**config.mk**
```make
export PLATFORM = sky130hd
export DESIGN_NAME = write_data_beat_tx_flat
export DESIGN_NICKNAME = d
export VERILOG_FILES = /design/src/rtl/write_data_beat_tx_if.sv /design/src/rtl/write_data_beat_tx.sv /design/src/flat_wrapper.sv
export SDC_FILE = /design/constraint.sdc
export NUM_CORES = 1
export LEC_CHECK = 0
export CORE_MARGIN = 8
export CORE_UTILIZATION = 51
export CTS_CLUSTER_SIZE = 24
export DETAILED_ROUTE_END_ITERATION = 10
export PLACE_DENSITY = 0.81
export SLEW_MARGIN = 20
export SYNTH_ARGS = -nofsm -noshare
export SYNTH_HDL_FRONTEND = slang
export SYNTH_SLANG_ARGS = --single-unit
```
**constraint.sdc**
```tcl
create_clock -name clk -period 5.1 [get_ports clk]
set_input_delay 1.02 -clock clk [delete_from_list [all_inputs] [get_ports clk]]
set_output_delay 1.02 -clock clk [all_outputs]
set_load 0.1 [all_outputs]
```
**src/rtl/write_data_beat_tx_if.sv**
```systemverilog
// Bundle of request, beat-stream and retry signals for the tagged write-data beat link.
// master: the transmitter; slave: the requester/sink side.
interface write_data_beat_tx_if #(
   parameter int unsigned BEATS  = 16,
   parameter int unsigned BEAT_W = 8,
   parameter int unsigned TAG_W  = 4
);
   logic                      write_request;
   logic [0:BEATS*BEAT_W-1]   model_data;
   logic                      data_ready;
   logic                      retry;
   logic [TAG_W-1:0]          retry_tag;
   logic                      write_request_ack;
   logic [TAG_W-1:0]          write_request_ack_tag;
   logic                      data_valid;
   logic [TAG_W-1:0]          data_valid_tag;
   logic [BEAT_W-1:0]         data;
   logic                      last_data_valid;
   logic                      busy;

   modport master (
      input  write_request, model_data, data_ready, retry, retry_tag,
      output write_request_ack, write_request_ack_tag, data_valid, data_valid_tag, data,
             last_data_valid, busy
   );

   modport slave (
      output write_request, model_data, data_ready, retry, retry_tag,
      input  write_request_ack, write_request_ack_tag, data_valid, data_valid_tag, data,
             last_data_valid, busy
   );
endinterface

```
**src/rtl/write_data_beat_tx.sv**
```systemverilog
// Transmit side of the tagged write-data beat protocol: acknowledges a request with a tag,
// latches the payload and streams it beat by beat, restarting on a matching retry.
module write_data_beat_tx #(
   parameter int unsigned BEATS  = 16,
   parameter int unsigned BEAT_W = 8,
   parameter int unsigned TAG_W  = 4
) (
   input logic                  clk,
   input logic                  reset,
   write_data_beat_tx_if.master bus
);

   localparam int unsigned      CNT_W     = (BEATS > 1) ? $clog2(BEATS) : 1;
   localparam int unsigned      PAY_W     = BEATS * BEAT_W;
   localparam logic [CNT_W-1:0] LAST_BEAT = CNT_W'(BEATS - 1);

   typedef enum logic [1:0] {StIdle, StAck, StSend, StWin} state_e;

   state_e             state_q, state_d;
   logic [CNT_W-1:0]   beat_q, beat_d;
   logic [TAG_W-1:0]   tag_q, tag_d;
   logic [0:PAY_W-1]   payload_q, payload_d;
   logic [BEAT_W-1:0]  beat_mem [BEATS];
   logic               retry_hit;
   logic               last_beat;

   // A retry only counts when it names the transfer currently in flight.
   assign retry_hit = bus.retry && (bus.retry_tag == tag_q);
   assign last_beat = (beat_q == LAST_BEAT);

   // Beat view of the payload; beat 0 is the leftmost (lowest-index) slice.
   always_comb begin
      for (int i = 0; i < int'(BEATS); i++) begin
         beat_mem[i] = payload_q[i*BEAT_W +: BEAT_W];
      end
   end

   // State register together with the beat counter, tag and payload datapath.
   always_ff @(posedge clk or posedge reset) begin
      if (reset) begin
         state_q   <= StIdle;
         beat_q    <= '0;
         tag_q     <= '0;
         payload_q <= '0;
      end else begin
         state_q   <= state_d;
         beat_q    <= beat_d;
         tag_q     <= tag_d;
         payload_q <= payload_d;
      end
   end

   // Next-state and datapath update.
   always_comb begin
      state_d   = state_q;
      beat_d    = beat_q;
      tag_d     = tag_q;
      payload_d = payload_q;
      unique case (state_q)
         StIdle: begin
            if (bus.write_request) begin
               state_d = StAck;
            end
         end
         StAck: begin
            // Requester may withdraw during the ack cycle; tag is kept for the next attempt.
            if (bus.write_request) begin
               payload_d = bus.model_data;
               beat_d    = '0;
               state_d   = StSend;
            end else begin
               state_d = StIdle;
            end
         end
         StSend: begin
            if (retry_hit) begin
               beat_d = '0;
            end else if (bus.data_ready) begin
               if (last_beat) begin
                  state_d = StWin;
               end else begin
                  beat_d = beat_q + 1'b1;
               end
            end
         end
         StWin: begin
            // Last chance for the sink to ask for a resend before the tag moves on.
            if (retry_hit) begin
               beat_d  = '0;
               state_d = StSend;
            end else begin
               tag_d   = tag_q + 1'b1;
               state_d = StIdle;
            end
         end
         default: begin
            state_d = StIdle;
         end
      endcase
   end

   // Outputs decoded purely from registered state.
   always_comb begin
      bus.write_request_ack     = 1'b0;
      bus.write_request_ack_tag = '0;
      bus.data_valid            = 1'b0;
      bus.data_valid_tag        = '0;
      bus.data                  = '0;
      bus.last_data_valid       = 1'b0;
      bus.busy                  = (state_q != StIdle);
      unique case (state_q)
         StAck: begin
            bus.write_request_ack     = 1'b1;
            bus.write_request_ack_tag = tag_q;
         end
         StSend: begin
            bus.data_valid      = 1'b1;
            bus.data_valid_tag  = tag_q;
            bus.data            = beat_mem[beat_q];
            bus.last_data_valid = last_beat;
         end
         default: begin
         end
      endcase
   end

endmodule

```
**src/flat_wrapper.sv**
```systemverilog
// flat-port wrapper written by rule: the top's interface ports become plain ports
module write_data_beat_tx_flat 
#(
   parameter int unsigned BEATS  = 16,
   parameter int unsigned BEAT_W = 8,
   parameter int unsigned TAG_W  = 4
)
  (clk, reset, bus_write_request, bus_model_data, bus_data_ready, bus_retry, bus_retry_tag, bus_write_request_ack, bus_write_request_ack_tag, bus_data_valid, bus_data_valid_tag, bus_data, bus_last_data_valid, bus_busy);
  write_data_beat_tx_if #(.BEATS(BEATS), .BEAT_W(BEAT_W), .TAG_W(TAG_W)) bus_i ();
  input logic clk;
  input logic reset;
  input wire logic [$bits(bus_i.write_request)-1:0] bus_write_request;
  input wire logic [$bits(bus_i.model_data)-1:0] bus_model_data;
  input wire logic [$bits(bus_i.data_ready)-1:0] bus_data_ready;
  input wire logic [$bits(bus_i.retry)-1:0] bus_retry;
  input wire logic [$bits(bus_i.retry_tag)-1:0] bus_retry_tag;
  output wire logic [$bits(bus_i.write_request_ack)-1:0] bus_write_request_ack;
  output wire logic [$bits(bus_i.write_request_ack_tag)-1:0] bus_write_request_ack_tag;
  output wire logic [$bits(bus_i.data_valid)-1:0] bus_data_valid;
  output wire logic [$bits(bus_i.data_valid_tag)-1:0] bus_data_valid_tag;
  output wire logic [$bits(bus_i.data)-1:0] bus_data;
  output wire logic [$bits(bus_i.last_data_valid)-1:0] bus_last_data_valid;
  output wire logic [$bits(bus_i.busy)-1:0] bus_busy;
  assign bus_i.write_request = bus_write_request;
  assign bus_i.model_data = bus_model_data;
  assign bus_i.data_ready = bus_data_ready;
  assign bus_i.retry = bus_retry;
  assign bus_i.retry_tag = bus_retry_tag;
  assign bus_write_request_ack = bus_i.write_request_ack;
  assign bus_write_request_ack_tag = bus_i.write_request_ack_tag;
  assign bus_data_valid = bus_i.data_valid;
  assign bus_data_valid_tag = bus_i.data_valid_tag;
  assign bus_data = bus_i.data;
  assign bus_last_data_valid = bus_i.last_data_valid;
  assign bus_busy = bus_i.busy;
  write_data_beat_tx #(.BEATS(BEATS), .BEAT_W(BEAT_W), .TAG_W(TAG_W)) u_core (.clk(clk), .reset(reset), .bus(bus_i));
endmodule
```
Word-level counts from Yosys, hierarchy flattened
Index checks and enable logic that the tools add are counted.
{"block": "totals", "output_inout_bits": 20, "ff_bits": 138, "word_cells": 52}
{"block": "op_classes", "addsub": 2, "n_bitwise": 2, "n_reduce_logical": 8, "n_mux": 22, "order_cmp": 1, "eq_ne": 13}
{"cell": "binary-select mux 8 bit (select 4 bit)", "n": 1}
{"cell": "2-to-1 mux 4 bit", "n": 7}
{"cell": "2-to-1 mux 8 bit", "n": 3}
{"cell": "2-to-1 mux 2 bit", "n": 6}
{"cell": "case mux 4 bit (3 select lines)", "n": 1}
{"cell": "adder 4 x 1 -> 4 bit (second input constant)", "n": 2}
{"cell": "!= test 2 bit (second input constant)", "n": 4}
{"cell": "case mux 2 bit (4 select lines)", "n": 1}
{"cell": "!= test 3 x 2 -> 1 bit (second input constant)", "n": 2}
{"cell": "greater-or-equal comparator 5 bit (second input constant)", "n": 1}
{"cell": "NOT 4 -> 5 bit", "n": 1}
{"cell": "AND reduction 5 bit", "n": 1}
{"cell": "equality test 2 bit (second input constant)", "n": 2}
{"cell": "equality test 4 bit", "n": 1}
{"cell": "equality test 4 bit (second input constant)", "n": 1}
{"cell": "!= test 2 x 1 -> 1 bit (second input constant)", "n": 2}
{"cell": "AND reduction 2 bit", "n": 2}
{"cell": "AND reduction 4 bit", "n": 1}
{"cell": "2-to-1 mux 1 bit", "n": 3}
{"cell": "nonzero test 3 bit", "n": 1}
{"cell": "equality test 2 x 1 -> 1 bit (second input constant)", "n": 1}
{"cell": "zero test 2 bit", "n": 1}
{"cell": "nonzero test 2 bit", "n": 1}
{"cell": "logical AND 1 bit", "n": 1}
{"cell": "NOT 1 bit", "n": 1}

Depth between registers and ports, before layout
Gate-level depths: netlist (run 1).
{"block": "depth", "depth_word": 5, "mapped_depth": 7, "ltp_nobuf": 6}

Worst setup path after synthesis (run 1)
OpenSTA, ideal clock, no wires.
{"block": "synth_timing", "path_kind": "register -> output", "startpoint": "register u_core.state_q[0]", "endpoint": "output bus_data[6]", "arrival_time_ns": 2.914, "n_path_buf": 2, "setup_slack_ns": 1.166, "required_ns": 4.080, "stages_incl_launch_ff": 6, "cell_sequence": "dfrtp_1 buf_4 nor2b_1 buf_2 nand2_1 o22ai_1"}
{"block": "synth_via", "elab_chain_cells": 2}
{"element": "start, declared", "line_no": "write_data_beat_tx.sv:19", "text": "state_e state_q, state_d;"}
{"element": "start signal, assigned", "line_no": "write_data_beat_tx.sv:41", "text": "state_q <= StIdle;"}
{"element": "start signal, assigned", "line_no": "write_data_beat_tx.sv:46", "text": "state_q <= state_d;"}
{"element": "equality test 2 bit", "line_no": "write_data_beat_tx.sv:111", "text": "unique case (state_q)"}
{"element": "2-to-1 mux 8 bit", "line_no": "write_data_beat_tx.sv:111"}
{"element": "end, declared", "line_no": "flat_wrapper.sv:21", "text": "output wire logic [$bits(bus_i.data)-1:0] bus_data;"}
Every way passes these cells.

Worst setup path after layout (run 1)
{"block": "layout_timing", "startpoint": "register u_core.state_q[1]", "endpoint": "output bus_data_valid_tag[3]"}
{"block": "layout_via", "elab_chain_cells": 2}
{"element": "equality test 2 bit", "line_no": "write_data_beat_tx.sv:111"}
{"element": "2-to-1 mux 4 bit", "line_no": "write_data_beat_tx.sv:111"}
{"element": "end, declared", "line_no": "flat_wrapper.sv:20", "text": "output wire logic [$bits(bus_i.data_valid_tag)-1:0] bus_data_valid_tag;"}
Every way passes these cells.

==> results of run 1 <==
-- final cells by class --
| type | instances | area (um^2) |
|---|---|---|
| clock buffer | 28 | 527 |
| clock inverter | 1 | 7.51 |
| fill | 909 | 4280 |
| inverter | 4 | 20.0 |
| multi-input combinational | 239 | 3170 |
| sequential | 138 | 3460 |
| tap | 176 | 220 |
| timing repair buffer | 163 | 1610 |
-- cells by family (layout without fill, tap and decap cells) --
family	Yosys count	count (layout)	share of synthesized area, %
flip-flops	138	138	49.7
AO/OA/AOI/OAI	18	18	1.71
XOR/XNOR	6	6	0.757
adder cells (fa/ha/maj)	2	2	0.360
AND/OR/NAND/NOR	35	35	2.86
buffers and inverters	33	196	4.63
multiplexers	178	178	40.0
-- sequential cells by signal (all words and copies together), names as in the netlist --
signal,cells
u_core.beat_mem,128
u_core.beat_q,4
u_core.tag_q,4
u_core.state_q,2
-- how the worst max path moves through the flow --
stage | from | to | slack, ns | depth (start not counted)
floorplan | reset | u_core.beat_mem[0] | 0.38 | 1
detailed placement | u_core.state_q[1] | bus_data_valid_tag[3] | 1.61 | 3
global route | u_core.state_q[1] | bus_data_valid_tag[3] | 1.04 | 3
CTS | u_core.state_q[1] | bus_data_valid_tag[3] | 1.15 | 3
finish | u_core.state_q[1] | bus_data_valid_tag[3] | 1.17 | 3
global placement | u_core.state_q[1] | bus_data_valid_tag[3] | 1.70 | 3
-- power by group --
group | internal (mW) | total [mW] | switching (mW)
Combinational | 1.35 | 2.37 | 1.03
Clock | 0.691 | 1.12 | 0.429
Sequential | 1.64 | 1.97 | 0.329
-- synth_stat cells --
cell       instances
nand3_2            1
o22ai_1            9
nor2_1             1
a21oi_1            1
xnor2_1            6
and2_1             8
nand2_1            7
mux2_4           110
buf_4              3
mux2i_1           17
mux4_1             5
mux4_2            27
and3_1             2
buf_8             11
mux2_2            19
nor2b_1            2
buf_6              7
nand2b_1           3
or2_1              1
and3b_1            1
ha_1               2
a31oi_1            1
nand4_1            3
nand3_1            4
or2_2              1
o21ai_0            3
nor3_1             1
o21a_1             1
buf_2              8
inv_1              4
o31ai_2            1
a21o_1             1
dfrtp_1          138
o2bb2ai_1          1
-- per-stage QoR --
step | hold slack, ns | area [um^2] | setup WS (ns) | total power [mW] | std cells
final | 0.505 | 9010 | 1.17 | 5.47 | 749
after global routing | 0.516 | 9010 | 1.04 | 5.73 | 749
after CTS | 0.505 | 9010 | 1.15 | 5.51 | 749
after detailed placement | 0.489 | 8480 | 1.61 | 4.36 | 720
after global placement | 0.486 | 8480 | 1.70 | 4.28 | 720
after floorplan | 0.473 | 6950 | 0.384 | 3.86 | 410
-- worst max-delay path: stages (launching register included) --
cell and delay, ns:
dfrtp_1 0.50, nor2b_1 0.62, and2_1 0.22, clkdlybuf4s50_1 1.15
-- per-layer routing --
metal  wire, um  vias to the layer above
met4        342                        2
li1           -                     1821
met2       8010                      117
met3        853                       25
met1       7220                     2049
met5          9                        -
-- layout by cell type (no fill, tap or decap), types with 2 or more instances in the layout --
cell type        Yosys  final
xnor2_1              6      6
nand4_1              3      3
o22ai_1              9      9
mux4_2              27     27
mux2_2              19     19
mux4_1               5      5
and3_1               2      2
inv_1                4      3
nand3_1              4      4
ha_1                 2      2
o21ai_0              3      3
mux2_4             110    110
dfrtp_1            138    136
mux2i_1             17     17
nand2_1              7      7
clkbuf_16            0     17
nor2b_1              2      2
clkbuf_8             0      6
and2_1               8      8
clkbuf_1             0      5
nand2b_1             3      3
dfrtp_2              0      2
clkdlybuf4s50_1      0    148
buf_4                3     14
==> flow_summary.toml, run 1 <==
[status]
status = "finished clean"

[place]
place_congestion = 0.813
hpwl_um = 11700
io_buffers = 156

[timing]
fin_skew_ns = 0.00628
setup_violations = 0
rsz0062_at_grt = "no"
fin_crit_ns = 3.93
relSlewSlack_pct = 32.9
period_share_pct = 77.1
hold_violations = 0
fmax_mhz = 254
worstMarginPinSlew_ns = 1.00
finalSetupTns_ns = 0
slew_viol_final = 0

[yosys]
postSynthCellCount = 410
syn-num-nets = 549
synth-seq-area-share_pct = 49.7
synth.distinct_cells = 34
postSynthAreaPerCell_um2 = 16.9
synth_area_leaders = "dfrtp_1 50%, mux2_4 24%, mux4_2 8.8%, mux2_2 3.1%, mux2i_1 2.5%"
syn_area_um2 = 6950
ys_warn_count = 0
synthDominantCellAreaShare_pct = 49.7
synth_top_area_cell = "dfrtp_1"
synth_seq_cells = 138

[clocking]
post_cts_resize_count = 0
cts_tree = "yes"
clockRootBuffer = "clkbuf_16"
clk_path_buf_depth = 2
insertion_delay_ns = 0.42
cts.clk_slew.worst_paths_ns = 0.05
cts_buffers = 17
cts.sinks = 138
cts-hold-fix-buffers = 0
cts_setup_buffers = 0
htree_levels = 4

[routing]
drtPass1Iterations = 4
drc = 0
via_per_inst = 5.36
drt_iter0_drc = 212
wire_per_inst_um = 21.9
ant_nets = 0
num_vias = 4014
wl_um = 16400

[critical_path]
cp_max_fo = 11
start_kind = "register"
r2r-end = "u_core.beat_mem[101]"
cp.arrival_ns = 2.91
worstReg2RegStart = "u_core.state_q[1]"
endpoint_kind = "output pin"
setup.worst_path.class = "reg -> out"
r2r_setup_slack_ns = 2.74
worstRegToRegCells = 3
worst_ep_required_time_ns = 4.08

[global_routing]
grt_busiest_layer = "met2"
grt_pass1_wl_um = 26400
antenna_found_initial = 1
grt_usage_pct = 19.3
grt_use_met2_pct = 31.0
grt_pass1_vias = 4696
met1_usage_pct = 24.2
overflow = 0
grt_max_degree = 109
grt_util_met3_pct = 5.41

[power]
leakagePower_nw = 3.77
ir_drop_uv = 292
power_density_nw_per_um2 = 607

[worst_hold_path]
min_delay_path_depth = 1
hold_start = "u_core.beat_mem[53]"
hold_path_end = "u_core.beat_mem[53]"
min_path_type = "reg -> reg"

[die]
ios = 157
die_h_um = 133
die_w_um = 133
core-area_um2 = 13300
rows = 42
floorplan.initialDensity_pct = 52.2
fp.dieArea_um2 = 17600

[finish]
final_layout_size_suffix_gt1_share_pct = 35.3
insertedDiodeCount = 0
nets = 702
area_growth_pct = 29.7
utilization_pct = 67.8

[flow_run]
maxCapViolations = 0
(Power assumes the default switching activity.)
==> run 2: changes to the inputs <==
- clock period: 5.1 -> 4.1 ns (I/O delays scaled with it)
==> run 2 against run 1 <==
Compared with the run above: flip-flop and latch count unchanged; clock skew rose by 0.0043 ns; largest power group unchanged; design area increased by 0.24%; clock power is 21% higher; highest routed layer unchanged; non-clock buffer count rose by 2; combinational power is 22% higher; register-to-register slack got worse by 0.99 ns; critical path depth rose by 2.
==> flow_summary.toml, run 2 (synthesized netlist as in run 1, its figures left out) <==
[clocking]
cts.sinks = 138
insertion_delay_ns = 0.42
cts_buffers = 17
cts_tree = "yes"
cts_setup_buffers = 0
cts-hold-fix-buffers = 0
clockRootBuffer = "clkbuf_16"
post_cts_resize_count = 0
clk_path_buf_depth = 2
cts.clk_slew.worst_paths_ns = 0.06
htree_levels = 4

[timing]
rsz0062_at_grt = "no"
relSlewSlack_pct = 34.1
slew_viol_final = 0
period_share_pct = 86.0
fmax_mhz = 283
worstMarginPinSlew_ns = 0.986
hold_violations = 0
setup_violations = 0
fin_skew_ns = 0.0105
fin_crit_ns = 3.53
finalSetupTns_ns = 0

[finish]
area_growth_pct = 30.0
final_layout_size_suffix_gt1_share_pct = 37.9
nets = 704
largest_reg_flops = 128
fin_cells = 754
fill_cells = 907
insertedDiodeCount = 0
final_common_cell = "clkdlybuf4s50_1"
final_cell_mix = "138 x clkdlybuf4s50_1, 135 x dfrtp_1, 110 x mux2_4"

[critical_path]
critPathTopFamily = "multiplexers"
worstRegToRegCells = 7
worst_ep_required_time_ns = 3.28
path_cells = "buf_4, mux4_2, mux2i_1, o22ai_1, buf_4"
start_kind = "register"
endpoint_kind = "output pin"
cpMaxStageDelayCell = "dfrtp_2"
max_stage_delay_ns = 0.67
path_buf_inv = 2
cp_max_fo = 20
crit_top_cell = "buf_4"
worstSetupPathDepth = 5
cp.arrival_ns = 2.71
setup.worst_path.class = "reg -> out"

[global_routing]
grt_max_degree = 64
grt_pass1_wl_um = 27600
grt_usage_pct = 20.3
grt_pass1_vias = 4806
overflow = 0
antenna_found_initial = 1

[routing]
drtPass1Iterations = 4
drt_iter0_drc = 244
via_per_inst = 5.48
drc = 0
wl_um = 17000
wire_per_inst_um = 22.5
ant_nets = 0
num_vias = 4132

[die]
core-area_um2 = 13300
die_w_um = 133
ios = 157
rows = 42
floorplan.initialDensity_pct = 52.2
fp.dieArea_um2 = 17600
die_h_um = 133

[power]
ir_drop_uv = 380
power_density_nw_per_um2 = 754
leakagePower_nw = 3.81

[place]
hpwl_um = 12400
dp.cells = 722
io_buffers = 156
place_congestion = 0.824

[status]
status = "finished clean"

[worst_hold_path]
min_delay_path_depth = 1
min_path_type = "reg -> reg"

[flow_run]
maxCapViolations = 0
==> run 2: power by group <==
group / internal, mW / total, mW / switching (mW)
combinational: 1.68 / 2.90 / 1.22
sequential: 2.05 / 2.55 / 0.500
clock: 0.814 / 1.36 / 0.547
total: 4.54 / 6.81 / 2.27
==> run 2: worst register-to-register path, stage by stage (launching register included) <==
cell     delay [ns]
dfrtp_2        0.67
buf_4          0.45
ha_1           0.27
nand3_1        0.16
a31oi_1        0.26
o31ai_2        0.15
nand3_1        0.17
mux2i_1        0.09
==> run 2: area by class of cell <==
class | count | area [um^2] | share of cell area (%)
Clock buffer | 24 | 482 | 5.33
Multi-Input combinational cell | 239 | 3170 | 35.1
Tap cell | 176 | 220 | 2.44
Clock inverter | 8 | 46.3 | 0.513
Sequential cell | 138 | 3460 | 38.3
Inverter | 4 | 18.8 | 0.208
Timing Repair Buffer | 165 | 1630 | 18.1
==> run 2: final timing paths <==
check | endpoint | start | slack [ns]
max | bus_data[3] | u_core.beat_q[0] | 0.57
min | u_core.beat_mem[103] | u_core.beat_mem[103] | 0.50
min reg2reg | u_core.beat_mem[103] | u_core.beat_mem[103] | 0.50
max reg2reg | u_core.beat_q[0] | u_core.beat_q[0] | 1.75
max in group asynchronous | u_core.beat_q[3] | reset | 2.32
min in group asynchronous | u_core.beat_mem[98] | reset | 0.90
==> run 2: metrics by stage <==
step	area, um^2	power (mW)	utilization (%)	worst slack (ns)	hold WS, ns
floorplan	6950	4.80	-	0.366	0.473
global route	9030	7.15	67.9	0.370	0.522
global placement	8500	5.34	64.0	1.03	0.485
detailed placement	8500	5.45	64.0	0.965	0.490
CTS	9030	6.85	67.9	0.519	0.504
finish	9030	6.81	67.9	0.573	0.502
==> run 2: metal layers <==
metal  routed length, um  up-vias  track usage (%)
li1                    -     1827                -
met3                 874       19             6.62
met1                7280     2162             25.3
met2                8550      122             33.2
met4                 268        2             5.80
met5                   9        -                0
==> run 3: changes to the inputs <==
- SETUP_SLACK_MARGIN: default -> 0.2
==> results of run 3 <==
Same layout as run 2: the final DEF is identical, and so are final timing and power.
